==> src/rtl/msfsm_onehot_mealy_if.sv <==
// ---------------------------------------------------------------------------
// msfsm_onehot_mealy_if
// Bundles the signals one component FSM of an MSFSM decomposition exchanges
// with its environment: input triggers, transition-barrier lanes from peer
// FSMs, the hold request, and the FSM's place/fire/err/fire_cnt outputs.
//
// Parameters: NP places, NT transitions, NB barrier lanes per transition,
//             CNT_W firing-counter width.
// Signals:
//   trig     [NT-1:0]     per-transition input guard (level)
//   tb       [NT*NB-1:0]  barrier lanes, lane j of transition k at k*NB+j
//   hold                  freeze request
//   place    [NP-1:0]     place indicators
//   fire     [NT-1:0]     Mealy transition strobes
//   err                   sticky one-hot violation flag
//   fire_cnt [CNT_W-1:0]  count of cycles in which a transition fired
// Modports: master drives trig/tb/hold and observes the FSM outputs;
//           slave is the FSM itself.
// ---------------------------------------------------------------------------
interface msfsm_onehot_mealy_if #(
  parameter int NP    = 4,
  parameter int NT    = 5,
  parameter int NB    = 2,
  parameter int CNT_W = 8
) ();

  logic [NT-1:0]    trig;
  logic [NT*NB-1:0] tb;
  logic             hold;
  logic [NP-1:0]    place;
  logic [NT-1:0]    fire;
  logic             err;
  logic [CNT_W-1:0] fire_cnt;

  modport master (
    output trig, tb, hold,
    input  place, fire, err, fire_cnt
  );

  modport slave (
    input  trig, tb, hold,
    output place, fire, err, fire_cnt
  );

endinterface

==> src/rtl/msfsm_onehot_mealy.sv <==
// ---------------------------------------------------------------------------
// msfsm_onehot_mealy
// One component FSM of a multiple-synchronised-FSM decomposition of a Petri
// net. Places are one-hot state bits; a transition fires when its source
// place is marked, its input trigger is high (unless it is a barrier-only
// transition) and every used barrier lane from the peer FSMs is high. The
// lowest-index enabled transition wins. Place indicators are exported so
// peers can build their own barriers.
//
// Ports:
//   clk    clock
//   reset  synchronous, active-high reset
//   bus    msfsm_onehot_mealy_if.slave (trig, tb, hold in;
//          place, fire, err, fire_cnt out)
// ---------------------------------------------------------------------------
module msfsm_onehot_mealy #(
  parameter int NP    = 4,
  parameter int NT    = 5,
  parameter int NB    = 2,
  parameter int INIT  = 0,
  parameter logic [NT*((NP > 1) ? $clog2(NP) : 1)-1:0] SRC = 10'b11_10_01_01_00,
  parameter logic [NT*((NP > 1) ? $clog2(NP) : 1)-1:0] DST = 10'b00_11_10_10_01,
  parameter logic [NT-1:0]    GUARD_EN = 5'b10111,
  parameter logic [NT*NB-1:0] TB_EN    = 10'h3FF,
  parameter int CNT_W = 8
) (
  input logic clk,
  input logic reset,
  msfsm_onehot_mealy_if.slave bus
);

  localparam int PW = (NP > 1) ? $clog2(NP) : 1;
  localparam logic [NP-1:0] INIT_OH = NP'(1) << INIT;

  // Register intent, kept as an enum so the recovery decision reads clearly.
  typedef enum logic [1:0] {
    ST_RESET   = 2'd0,
    ST_RECOVER = 2'd1,
    ST_RUN     = 2'd2
  } ctrl_e;

  logic [NP-1:0]    state_q, state_d;
  logic             err_q;
  logic [CNT_W-1:0] cnt_q, cnt_d;

  logic             legal;
  logic [NT-1:0]    fireVec;
  logic             found;
  logic [PW-1:0]    srcK;
  logic [PW-1:0]    fireSrc;
  logic [PW-1:0]    fireDst;
  logic             guardOk;
  logic             barOk;
  ctrl_e            ctrl;

  // Legality check, transition enables with lowest-index priority, and the
  // resulting next state. A self-loop clears and re-sets the same bit, so the
  // state is unchanged while the strobe and counter still advance. Reset,
  // hold and an illegal state all suppress every strobe, which in turn keeps
  // state_d and cnt_d equal to their current values.
  always_comb begin
    legal   = (state_q != '0) && ((state_q & (state_q - NP'(1))) == '0);
    fireVec = '0;
    found   = 1'b0;
    srcK    = '0;
    fireSrc = '0;
    fireDst = '0;
    guardOk = 1'b0;
    barOk   = 1'b1;
    for (int k = 0; k < NT; k++) begin
      srcK    = SRC[k*PW +: PW];
      guardOk = bus.trig[k] | ~GUARD_EN[k];
      barOk   = 1'b1;
      for (int j = 0; j < NB; j++) begin
        // Unused lanes read as 1 so they never block the transition.
        barOk = barOk & (bus.tb[k*NB+j] | ~TB_EN[k*NB+j]);
      end
      if (!found && state_q[srcK] && guardOk && barOk) begin
        found      = 1'b1;
        fireVec[k] = 1'b1;
        fireSrc    = srcK;
        fireDst    = DST[k*PW +: PW];
      end
    end
    if (reset || bus.hold || !legal) begin
      fireVec = '0;
    end

    state_d = state_q;
    cnt_d   = cnt_q;
    if (|fireVec) begin
      state_d = (state_q & ~(NP'(1) << fireSrc)) | (NP'(1) << fireDst);
      cnt_d   = cnt_q + CNT_W'(1);
    end

    if (reset) begin
      ctrl = ST_RESET;
    end else if (!legal) begin
      ctrl = ST_RECOVER;
    end else begin
      ctrl = ST_RUN;
    end
  end

  // State, sticky error and firing counter. An illegal state jumps straight
  // back to INIT regardless of hold and latches err until the next reset; the
  // counter is left alone in that cycle because nothing fired.
  always_ff @(posedge clk) begin
    case (ctrl)
      ST_RESET: begin
        state_q <= INIT_OH;
        err_q   <= 1'b0;
        cnt_q   <= '0;
      end
      ST_RECOVER: begin
        state_q <= INIT_OH;
        err_q   <= 1'b1;
      end
      default: begin
        state_q <= state_d;
        cnt_q   <= cnt_d;
      end
    endcase
  end

  // A non-one-hot state must not advertise any place to the peers.
  assign bus.place    = legal ? state_q : '0;
  assign bus.fire     = fireVec;
  assign bus.err      = err_q;
  assign bus.fire_cnt = cnt_q;

endmodule

==> src/flat_wrapper.sv <==
// flat-port wrapper written by rule: the top's interface ports become plain ports
module msfsm_onehot_mealy_flat 
#(
  parameter int NP    = 4,
  parameter int NT    = 5,
  parameter int NB    = 2,
  parameter int INIT  = 0,
  parameter logic [NT*((NP > 1) ? $clog2(NP) : 1)-1:0] SRC = 10'b11_10_01_01_00,
  parameter logic [NT*((NP > 1) ? $clog2(NP) : 1)-1:0] DST = 10'b00_11_10_10_01,
  parameter logic [NT-1:0]    GUARD_EN = 5'b10111,
  parameter logic [NT*NB-1:0] TB_EN    = 10'h3FF,
  parameter int CNT_W = 8
)
  (clk, reset, bus_trig, bus_tb, bus_hold, bus_place, bus_fire, bus_err, bus_fire_cnt);
  msfsm_onehot_mealy_if #(.NP(NP), .NT(NT), .NB(NB), .CNT_W(CNT_W)) bus_i ();
  input logic clk;
  input logic reset;
  input wire logic [$bits(bus_i.trig)-1:0] bus_trig;
  input wire logic [$bits(bus_i.tb)-1:0] bus_tb;
  input wire logic [$bits(bus_i.hold)-1:0] bus_hold;
  output wire logic [$bits(bus_i.place)-1:0] bus_place;
  output wire logic [$bits(bus_i.fire)-1:0] bus_fire;
  output wire logic [$bits(bus_i.err)-1:0] bus_err;
  output wire logic [$bits(bus_i.fire_cnt)-1:0] bus_fire_cnt;
  assign bus_i.trig = bus_trig;
  assign bus_i.tb = bus_tb;
  assign bus_i.hold = bus_hold;
  assign bus_place = bus_i.place;
  assign bus_fire = bus_i.fire;
  assign bus_err = bus_i.err;
  assign bus_fire_cnt = bus_i.fire_cnt;
  msfsm_onehot_mealy #(.NP(NP), .NT(NT), .NB(NB), .INIT(INIT), .SRC(SRC), .DST(DST), .GUARD_EN(GUARD_EN), .TB_EN(TB_EN), .CNT_W(CNT_W)) u_core (.clk(clk), .reset(reset), .bus(bus_i));
endmodule
==> config.mk <==
export PLATFORM = sky130hd
export DESIGN_NAME = msfsm_onehot_mealy_flat
export DESIGN_NICKNAME = d
export VERILOG_FILES = /design/src/rtl/msfsm_onehot_mealy_if.sv /design/src/rtl/msfsm_onehot_mealy.sv /design/src/flat_wrapper.sv
export SDC_FILE = /design/constraint.sdc
export NUM_CORES = 1
export LEC_CHECK = 0
export ABC_AREA = 1
export CORE_MARGIN = 2
export CORE_UTILIZATION = 54
export CTS_CLUSTER_DIAMETER = 80
export DETAILED_ROUTE_END_ITERATION = 8
export DONT_BUFFER_PORTS = 1
export PLACE_DENSITY_LB_ADDON = 0.15
export SLEW_MARGIN = 20
export SYNTH_ARGS = -nofsm -noshare
export SYNTH_HDL_FRONTEND = slang
export SYNTH_SLANG_ARGS = --single-unit
==> constraint.sdc <==
create_clock -name clk -period 1.57 [get_ports clk]
set_input_delay 0.157 -clock clk [delete_from_list [all_inputs] [get_ports clk]]
set_output_delay 0.157 -clock clk [all_outputs]
set_load 0.03 [all_outputs]
# Yosys cells after proc, flatten, opt, wreduce, memory -nomap -nowiden
# Cells that the tools add are included.
# totals
regBits,13
in_bits,18
# classes
muxes,24
eq_ne,1
shift,2
n_addsub,2
reduce_logical,29
n_bitwise,10
# op_table
cell,count
2-bit 2-to-1 mux,9
8-bit one-hot mux with 2 select lines,1
1-bit logical AND,14
1-bit 2-to-1 mux,10
8-bit by 1-bit adder with 8-bit output (second input constant),1
4-bit bitwise AND,2
8-bit 2-to-1 mux,1
1-bit by 2-bit << shifter with 4-bit output (first input constant),2
1-bit bitwise AND,5
1-bit logical NOT,5
5-bit 2-to-1 mux,1
5-bit OR reduction,1
4-bit logical NOT,1
4-bit 2-to-1 mux,1
4-bit inverter,1
4-bit OR,1
2-bit nonzero test,2
4-bit nonzero test,1
4-bit by 1-bit subtractor with 4-bit output (second input constant),1
2-bit by 1-bit == test with 1-bit output (second input constant),1
2-bit logical NOT,1
1-bit logical OR,2
1-bit one-hot mux with 2 select lines,1
2-bit AND reduction,1
2 further kinds,2

# Logic depth before layout (Yosys ltp)
# Gate-level depths: netlist (run 1).
# depth
ltp_word,26
ltp_mapped,9
mapped_depth_nobuf,9

# Least setup slack after synthesis (run 1)
# OpenSTA, ideal clock, no wires.
# synth_timing
kind,flip-flop to flip-flop
start,register u_core.cnt_q[0] (netlist: u_core.bus.fire_cnt[0])
end,register u_core.cnt_q[6] (netlist: u_core.bus.fire_cnt[6]) (data pin)
setup_ns,0.273
path_slack_ns,0.072
synth_period_minus_slack_ns,1.498
stages_incl_launch_ff,8
t_arrival_ns,1.224
path_cell_list,edfxtp_1 ha_1 nand2_1 inv_1 nand2_1 nor3_1 o21ai_0 a21oi_1
# synth_between
elab_chain_len,3
# synth_lines
item,line_no,rtl
from (decl),msfsm_onehot_mealy.sv:44,"logic [CNT_W-1:0] cnt_q, cnt_d;"
from (signal assigned),msfsm_onehot_mealy.sv:121,cnt_q <= cnt_d;
8-bit by 1-bit adder with 8-bit output,msfsm_onehot_mealy.sv:93,cnt_d = cnt_q + CNT_W'(1);
8-bit 2-to-1 mux,msfsm_onehot_mealy.sv:91,if (|fireVec) begin
8-bit one-hot mux with 2 select lines,msfsm_onehot_mealy.sv:109,case (ctrl)
# No other way between the ends. The select of a mux whose other input is x is not followed.
# A chain may end at the register's enable or synchronous reset.

# Final worst setup path (run 1)
# layout_timing
start,register u_core.state_q[0]
end,output port bus_fire[1]
# layout_between
elab_chain_len,9
elab_cells_between_ends,16
# layout_lines
item,line_no,rtl
from (decl),msfsm_onehot_mealy.sv:42,"logic [NP-1:0] state_q, state_d;"
from (signal assigned),msfsm_onehot_mealy.sv:120,state_q <= state_d;
"parallel branches: the longest is 8 deep, another holds 4-bit by 1-bit subtractor with 4-bit output",n/a,
5-bit 2-to-1 mux (*),msfsm_onehot_mealy.sv:85,if (reset || bus.hold || !legal) begin
to (decl),flat_wrapper.sv:22,output wire logic [$bits(bus_i.fire)-1:0] bus_fire;
# Every way passes the cells marked *.

==> results of run 1 <==
[per-stage QoR]
step	TNS [ns]	setup WS, ns	hold WS, ns	utilization, %	std cells
floorplan	0	0.0725	0.450	-	116
global placement	0	0.0910	0.336	62.5	141
detailed placement	0	0.0715	0.341	62.5	141
CTS	-0.108	-0.0562	0.0471	66.7	147
global route	-0.287	-0.110	0.0377	68.0	147
finish	-0.00148	-0.00148	0.0557	68.0	147
[cell families (layout without fill, tap and decap cells)]
group | count (synthesis) | after routing | share of synthesized area [%]
flops | 13 | 13 | 41.7
compound gates | 12 | 12 | 7.59
simple gates | 66 | 66 | 38.4
fa+ha+maj | 1 | 1 | 1.49
buf+inv | 24 | 39 | 10.9
[metal layers]
layer	wire length [um]	vias up	GRT usage [%]
met2	747	24	27.2
met1	755	326	25.7
li1	-	394	-
met3	91	2	5.00
met4	18	0	9.09
met5	0	-	0
[cell type report]
type	instances	area, um^2
inverter	23	91.3
fill	136	477
tap	16	20.0
multi-input combinational	79	415
timing repair buffer	12	93.8
clock buffer	4	26.3
sequential	13	365
[power groups by stage]
stage / clock, W / combinational, W / sequential, W
after CTS: 0.000211 / 0.000122 / 0.000405
final: 0.000206 / 0.000123 / 0.000405
after floorplan: 0 / 0.0000657 / 0.000442
after detailed placement: 0 / 0.000121 / 0.000419
after global routing: 0.000228 / 0.000137 / 0.000408
after global placement: 0 / 0.000118 / 0.000418
[cell usage in the layout (no fill, tap or decap), drive strengths merged]
| cell type | count |
|---|---|
| nand2 | 38 |
| nand3 | 4 |
| buf | 12 |
| edfxtp | 9 |
| inv | 23 |
| nor3 | 3 |
| nor2 | 17 |
| nor4 | 1 |
| ha | 1 |
| a21oi | 8 |
| clkbuf | 4 |
| dfxtp | 4 |
| nand4 | 3 |
| o21ai | 4 |
[flip-flops by register name, indices dropped and copies added, names as in the netlist]
signal / cells
u_core.state_q: 4
u_core.bus.fire_cnt: 8
u_core.bus.err: 1
[how the worst max path moves through the flow]
stage,end,cells after the start,slack [ns],startpoint
floorplan,u_core.bus.fire_cnt[6],7,0.07,u_core.bus.fire_cnt[0]
global placement,u_core.bus.fire_cnt[5],9,0.09,u_core.state_q[1]
detailed placement,u_core.bus.fire_cnt[5],9,0.07,u_core.state_q[1]
CTS,bus_fire[1],9,-0.06,u_core.state_q[0]
global route,bus_fire[1],8,-0.11,u_core.state_q[0]
finish,bus_fire[1],8,-0.001,u_core.state_q[0]
[timing repair]
| item | in CTS | in global routing |
|---|---|---|
| endpoints found under the setup margin | 9 | 10 |
| resized for setup | 15 | 10 |
| buffers inserted | 2 | 0 |
| hold buffers | 0 | 0 |
| pin swaps | 3 | 2 |
==> flow_summary.yaml, run 1 <==
status:
  status: "complete, but fails checks"
  violations: "setup timing"
final_layout:
  areaGrowthSynthToFinish_pct: 20.4
  final_area_um2: 1010
  drive_above_1_share_pct: 37.4
  n_antenna_cell: 0
  fin_nets: 151
global_routing:
  grt_pass1_wl_um: 2550
  overflow: 0
  antenna_found_initial: 0
  grt_use_total_pct: 18.6
  grt_pass1_vias: 601
  grt_max_degree: 9
floorplan:
  coreArea_um2: 1490
  fp.dieArea_um2: 1890
  start_util_pct: 56.5
  die_y_um: 43.5
  die_w_um: 43.5
  rows: 14
  ios: 36
worst_setup_path:
  cp_slowest_stage_delay_ns: 0.37
  worstRegToRegCells: 8
  crit_type: "reg -> out"
  crit_path_top_delay_cell: "dfxtp_4"
  r2r-end: "u_core.bus.fire_cnt[7]"
  rr_startpoint: "u_core.state_q[0]"
  critPathLaunchType: "flop"
  cp_top_family: "simple AND/OR/NAND/NOR gates"
  required_ns: 1.41
  cp_cell_sequence: "nor2_2, nand2_1, nand2_2, nand2_4, nor2_8, inv_2, nor2_1, buf_4"
  path_buf_inv: 2
  r2r_setup_slack_ns: 0.17
  path_max_fanout: 7
  arrival_ns: 1.41
  worstSetupEndpointType: "primary output"
yosys:
  synth.net_count: 135
  synth_cell_types: 20
  netlist_instances: 116
  synth_top_area_cell: "edfxtp_1"
  ys_top_cells_by_area: "edfxtp_1, nand2_1, inv_1"
  synth_ff_type: "edfxtp_1"
  synthArstFlopShare_pct: 0
  yosysTopAreaCellShare_pct: 32.1
  synth-edff-count: 9
  yosysMostFrequentCell: "nand2_1"
  synth-seq-cells: 13
  synthTopCellsByCount: "nand2_1, inv_1, nor2_1"
  syn_area_per_cell_um2: 7.25
  yosysSeqAreaShare_pct: 41.7
  yosys_warnings: 0
  synthesis.area_um2: 841
clock_network:
  clk_pin_slew_worst_paths_ns: 0.08
  htreeDepth: 1
  cts_sinks: 13
  numCtsBuffers: 3
  cts_max_path_buffers: 2
  clk_latency_ns: 0.27
  root_buffer: "clkbuf_4"
  cts_tree: "yes"
routing:
  first_pass_iters: 4
  ant_nets: 0
  vias: 746
  drc: 0
  wl_per_cell_um: 11.0
  finalWirelength_um: 1610
  via_per_inst: 5.07
  drtIter0Drc: 7
placement:
  io_buffers: 0
  placed_area_um2: 931
  gp_congestion: 0.778
  hpwl_um: 1290
sta:
  setup_violations: 1
  rsz0062_at_grt: "true"
  period_share_pct: 100
  finClkSkew_ns: 0.00297
  finalCriticalPeriod_ns: 1.57
  finalMaxSlewViolations: 0
  clock.fmax_mhz: 636
  hold_violations: 0
  tightest_slew_ns: 0.397
  postLayoutSetupSlackWorst_ns: -0.00148
  slew_headroom_pct: 73.5
power:
  power.total_w: 0.000735
  power_frac_clock_pct: 28.1
  swShare_pct: 29.1
  power.leakage_nw: 0.470
  power_density_nw_per_um2: 726
  max-vdd-ir-drop_mv: 0.608
  p_comb_share_pct: 16.8
  intPower_w: 0.000521
  switching_power_w: 0.000214
  p_seq_share_pct: 55.1
min_path:
  worstHoldEndpoint: "u_core.bus.fire_cnt[0]"
  hp-class: "in -> reg"
  hp-start: "reset"
  hold_depth: 1
run:
  cap_violations: 0
Power figures use the tool's default switching activity.
==> inputs of run 2 (changes only) <==
Settings changed: CTS_CLUSTER_SIZE from default to 30.
==> results of run 2 <==
Same layout as run 1: the final DEF is identical, and so are final timing and power.
==> inputs of run 3 (changes only) <==
Settings changed: GPL_ROUTABILITY_DRIVEN from default to 0.
==> results of run 3 <==
Same layout as run 1: the final DEF is identical, and so are final timing and power.
==> RTL change 1 (settings of run 3) <==
`CNT_W` is set to 8 in 3 places; all go to 12.
--- a/src/rtl/msfsm_onehot_mealy_if.sv
+++ b/src/rtl/msfsm_onehot_mealy_if.sv
@@ -21,7 +21,7 @@
   parameter int NP    = 4,
   parameter int NT    = 5,
   parameter int NB    = 2,
-  parameter int CNT_W = 8
+  parameter int CNT_W = 12
 ) ();
 
   logic [NT-1:0]    trig;
--- a/src/rtl/msfsm_onehot_mealy.sv
+++ b/src/rtl/msfsm_onehot_mealy.sv
@@ -22,7 +22,7 @@
   parameter logic [NT*((NP > 1) ? $clog2(NP) : 1)-1:0] DST = 10'b00_11_10_10_01,
   parameter logic [NT-1:0]    GUARD_EN = 5'b10111,
   parameter logic [NT*NB-1:0] TB_EN    = 10'h3FF,
-  parameter int CNT_W = 8
+  parameter int CNT_W = 12
 ) (
   input logic clk,
   input logic reset,
--- a/src/flat_wrapper.sv
+++ b/src/flat_wrapper.sv
@@ -9,7 +9,7 @@
   parameter logic [NT*((NP > 1) ? $clog2(NP) : 1)-1:0] DST = 10'b00_11_10_10_01,
   parameter logic [NT-1:0]    GUARD_EN = 5'b10111,
   parameter logic [NT*NB-1:0] TB_EN    = 10'h3FF,
-  parameter int CNT_W = 8
+  parameter int CNT_W = 12
 )
   (clk, reset, bus_trig, bus_tb, bus_hold, bus_place, bus_fire, bus_err, bus_fire_cnt);
   msfsm_onehot_mealy_if #(.NP(NP), .NT(NT), .NB(NB), .CNT_W(CNT_W)) bus_i ();
Ports: changed (resized bus_fire_cnt); port bits go from 36 to 40. The function was not compared with the original's and may differ.
==> RTL change 1 against run 3 <==
- the run still ends with setup timing left
- sequential power up 32%
- design area up 37%
- setup slack worse by 0.079 ns
- sequential cell count is 4 higher
- count of clock-buffer cells in the layout unchanged
- power is 31% higher
- wire length increased by 29%
- area after synthesis grew 30%
- critical path type unchanged
- highest routed layer unchanged
==> RTL change 1: results (changes against run 3) <==
Status = finished, violations left
Violated checks = setup timing
Layout Skew = 0.001116 ns (-0.001852 ns)
Vias in the first global route = 844 (+40%)
DP Cell Count = 180 (+28%)
Global-route wire length before repair = 3436 um (+35%)
Max FO, Critical Path = 5 (-2)
Finished Layout Cells = 190 (+29%)
Clock Latency Late Sink = 0.29 ns (+0.02 ns)
Slowest Stage Delay on Critical Path = 0.39 ns (+0.02 ns)
CP arrival = 1.49 ns (+0.08 ns)
Router iterations before antenna repair = 5 (+1)
DRT iter0 DRCs = 24 (+17)
Layout cells sized above 1 = 42.33% (+4.9 points)
Worst Slack Setup Final = -0.08028 ns (-0.07879 ns)
Clk slew on worst S/H paths = 0.10 ns (+0.02 ns)
Yosys cell types = 27 (+35%)
Peak supply drop = 0.4977 mV (-18%)
Post-synth EDFFs = 13 (+4)
Largest net degree at the start of global routing = 13 (+4)
Share of power burned in registers = 55.3% (+0.2 points)
Leakage = 0.6128 nW (+30%)
Finish-stage setup viols = 3 (+2)
Register area share after synthesis = 43.17% (+1.5 points)
Synth top cells by count = 28 x nand2_1, 23 x inv_1, 15 x nor2_1, 13 x edfxtp_1
[RTL change 1: cell type report]
class	instances	area (um2)
multi-input cells	90	525.5
clock buffers	4	26.28
fillers	161	558.0
repair buffers	24	205.2
inverters	28	110.1
flip-flops and latches	17	483.0
well taps	27	33.78
[RTL change 1: layer usage]
metal  part of all wire, %  vias up  global-route usage, %
met5                     0        -                      0
met4                   1.8        0                  7.143
met3                   7.8        4                  2.761
met2                    47       42                  31.51
met1                    43      433                  23.60
li1                      -      491                      -
[RTL change 1: power by group through the flow]
stage	clock, mW	sequential [mW]	combinational [mW]
after floorplan	0	0.589	0.0844
after global placement	0	0.547	0.175
after detailed placement	0	0.548	0.179
after CTS	0.241	0.533	0.183
after global routing	0.261	0.537	0.208
final	0.240	0.533	0.191
[RTL change 1: logic make-up after synthesis]
family | count (synthesis) | synth area share [%]
AOI/OAI and AO/OA | 16 | 8.725
and+or+nand+nor | 71 | 35.25
DFF | 17 | 43.17
xor gates and xnor gates | 2 | 1.608
buffers and inverters | 29 | 10.10
adders and majority gates | 1 | 1.148
[RTL change 1: path summary, 6_finish.rpt]
kind	from	endpoint	slack, ns	cells past startpoint
setup / recovery	u_core.state_q[1]$_SDFFE_PP0P_	bus_fire[2]	-0.08	8
hold / removal	reset	u_core.state_q[0]$_SDFFE_PP1P_	0.02	2
setup reg to reg	u_core.state_q[0]$_SDFFE_PP1P_	u_core.bus.fire_cnt[0]$_SDFFCE_PN0P_	0.07	8
hold reg to reg	u_core.state_q[3]$_SDFFE_PP0P_	u_core.state_q[3]$_SDFFE_PP0P_	0.62	3
[RTL change 1: per-stage QoR]
step                setup TNS, ns  power, mW  cell area, um2  util, %
floorplan                -0.06989     0.6736            1092        -
global placement                0     0.7224            1269    65.34
detailed placement              0     0.7263            1269    65.34
CTS                       -0.2046     0.9569            1339    68.94
global route              -0.7365      1.006            1384    71.26
finish                    -0.1598     0.9636            1384    71.26
[RTL change 1: repair_timing]
item / CTS / global route
setup endpoints to repair: 9 / 23
resized for setup: 11 / 10
setup buffers: 2 / 4
cloned: 0 / 0
pin swaps: 0 / 1
==> RTL change 2 (settings of run 3) <==
Made on the original files. `TB_EN` is set to 10'h3FF in 2 places; all go to 10'h1FF.
--- a/src/rtl/msfsm_onehot_mealy.sv
+++ b/src/rtl/msfsm_onehot_mealy.sv
@@ -21,7 +21,7 @@
   parameter logic [NT*((NP > 1) ? $clog2(NP) : 1)-1:0] SRC = 10'b11_10_01_01_00,
   parameter logic [NT*((NP > 1) ? $clog2(NP) : 1)-1:0] DST = 10'b00_11_10_10_01,
   parameter logic [NT-1:0]    GUARD_EN = 5'b10111,
-  parameter logic [NT*NB-1:0] TB_EN    = 10'h3FF,
+  parameter logic [NT*NB-1:0] TB_EN    = 10'h1FF,
   parameter int CNT_W = 8
 ) (
   input logic clk,
--- a/src/flat_wrapper.sv
+++ b/src/flat_wrapper.sv
@@ -8,7 +8,7 @@
   parameter logic [NT*((NP > 1) ? $clog2(NP) : 1)-1:0] SRC = 10'b11_10_01_01_00,
   parameter logic [NT*((NP > 1) ? $clog2(NP) : 1)-1:0] DST = 10'b00_11_10_10_01,
   parameter logic [NT-1:0]    GUARD_EN = 5'b10111,
-  parameter logic [NT*NB-1:0] TB_EN    = 10'h3FF,
+  parameter logic [NT*NB-1:0] TB_EN    = 10'h1FF,
   parameter int CNT_W = 8
 )
   (clk, reset, bus_trig, bus_tb, bus_hold, bus_place, bus_fire, bus_err, bus_fire_cnt);
Function: changed (a bounded check fails within 10 cycles, from zero or initial values).
==> RTL change 2 against run 3 <==
- the flow still finishes with violations (setup timing)
- non-clock buffer count up 3
- utilization grew 2.4 points
- design area up 3.6%
- clock power is 2% lower
- setup slack worse by 0.027 ns
- area after synthesis stayed put
- first-iteration DRC count increased to 3.0 times the old value
- sequential cell count unchanged
- wire length up 3.2%
- maximum frequency shrank 1.7%
- power up 0.73%
- critical path depth increased by 1
- count of clock-buffer cells in the layout unchanged
- largest cell class unchanged
==> RTL change 2: results (changes against run 3) <==
Vias in the first global route = 628 (+4.5%)
Layout Skew = 0.005773 ns (+0.002804 ns)
Mapped Cells = 108 (-6.9%)
Max reg flops = 8 (unchanged)
Syn_nets = 127 (-5.9%)
Max Used Layer = met3
Worst slew pin tran = 0.3880 ns (-0.009233 ns)
Layout cells sized above 1 = 39.68% (+2.3 points)
Worst Slack Setup Final = -0.02876 ns (-0.02727 ns)
DP Area = 964.7 um2 (+3.6%)
Total negative slack = -0.05714 ns (-0.05566 ns)
Post-synth EDFFs = 9 (unchanged)
Yosys cell types = 24 (+20%)
Post-detail-place hpwl = 1259 um (-2.1%)
GR Util met2 = 29.55% (+2.4 points)
Die width = 43.46 um (unchanged)
Synth top cells by count = 21 x nand2_1, 18 x inv_1, 11 x nor2_1, 9 x a21oi_1, 9 x edfxtp_1
DRT met1 WL = 717 um (-5.0%)
H-Tree Level Count = 1 (unchanged)
DR vias = 747 (+0.13%)
Hold crit path type = input port to flip-flop
Initial antenna violation count = 0 (unchanged)
Synth area leaders = edfxtp_1 32%, dfxtp_1 9.5%, nand2_1 9.4%, inv_1 8.0%, a21oi_1 5.4%
Met2 WL = 842 um (+13%)
Clock buffer depth = 2 (unchanged)
Antenna diodes = 0 (unchanged)
Port Buffers = 0 (unchanged)
Max FO, Critical Path = 6 (-1)
Met1 GRT Util = 24.34% (-1.3 points)
CTS buffer count = 3 (unchanged)
Fin nets = 146 (-3.3%)
Global-route wire length before repair = 2573 um (+1.1%)
Clock Latency Late Sink = 0.27 ns (about the same)
Router iterations before antenna repair = 5 (+1)
Register area share after synthesis = 41.67% (unchanged)
DRT iter0 DRCs = 21 (+14)
CP arrival = 1.44 ns (+0.03 ns)
CP max-delay cell = dfxtp_4
Vias per inst = 5.261 (+3.7%)
Wire length on met3 = 104 um (+14%)
CP delay by family, top = simple AND/OR/NAND/NOR gates
Routed WL = 1664 um (+3.2%)
Tot GR Track Use = 18.13% (-0.50 points)
Status = finished, violations left
DP Cell Count = 135 (-4.3%)
Slowest Stage Delay on Critical Path = 0.40 ns (+0.03 ns)
Clk slew on worst S/H paths = 0.08 ns (about the same)
Largest net degree at the start of global routing = 11 (+2)
Dpl ws = 0.05581 ns (-0.01572 ns)
Finish-stage setup viols = 2 (+1)
Met3 Usage GRT = 5.000% (unchanged)
Yosys warnings = 0 (unchanged)
Violated checks = setup timing
Peak supply drop = 0.5629 mV (-7.4%)
Root Driver = clkbuf_4
Leakage = 0.4714 nW (+0.21%)
==> RTL change 2: cell count changes after synthesis, moves of 2 or more <==
cell / before / now
nor2_4: 0 / 2
nand3_1: 3 / 6
nor2_2: 3 / 1
inv_1: 22 / 18
and3_1: 0 / 2
nand2_1: 29 / 21
nor2_1: 13 / 11
==> RTL change 2: kinds of logic (layout without fill, tap and decap cells) <==
group | count (synthesis) | after routing | synth area share, %
AND/OR/NAND/NOR | 61 | 61 | 39.44
flip-flops | 13 | 13 | 41.67
XOR/XNOR | 1 | 1 | 1.042
buffers and inverters | 21 | 39 | 9.822
AO/OA/AOI/OAI | 11 | 11 | 6.547
adder cells (fa/ha/maj) | 1 | 1 | 1.488
==> RTL change 2: path summary, 6_finish.rpt <==
path,endpoint,slack [ns],cells past startpoint,from
max reg2reg,u_core.bus.fire_cnt[6]$_SDFFCE_PN0P_,0.06,8,u_core.state_q[0]$_SDFFE_PP1P_
min,u_core.state_q[0]$_SDFFE_PP1P_,0.03,2,reset
max,bus_fire[1],-0.03,9,u_core.state_q[1]$_SDFFE_PP0P_
min reg2reg,u_core.state_q[2]$_SDFFE_PP0P_,0.52,2,u_core.state_q[2]$_SDFFE_PP0P_
==> RTL change 2: layout make-up <==
class,instances,area (um2)
timing repair buffer,15,125.1
inverter,20,82.58
tap,16,20.02
sequential,13,365.4
fill,130,440.4
clock buffer,4,26.28
multi-input combinational,74,429.2
==> RTL change 2: report_power, final <==
part,total [mW],switching [mW],internal (mW)
logic,0.132,0.0836,0.0485
registers,0.407,0.0250,0.382
clock network,0.201,0.102,0.0983
total,0.740,0.211,0.529
==> RTL change 2: timing repair <==
action | CTS | global route
pin swaps | 2 | 0
buffers inserted | 0 | 3
resized for setup | 13 | 11
setup endpoints to repair | 9 | 9
cloned | 0 | 0
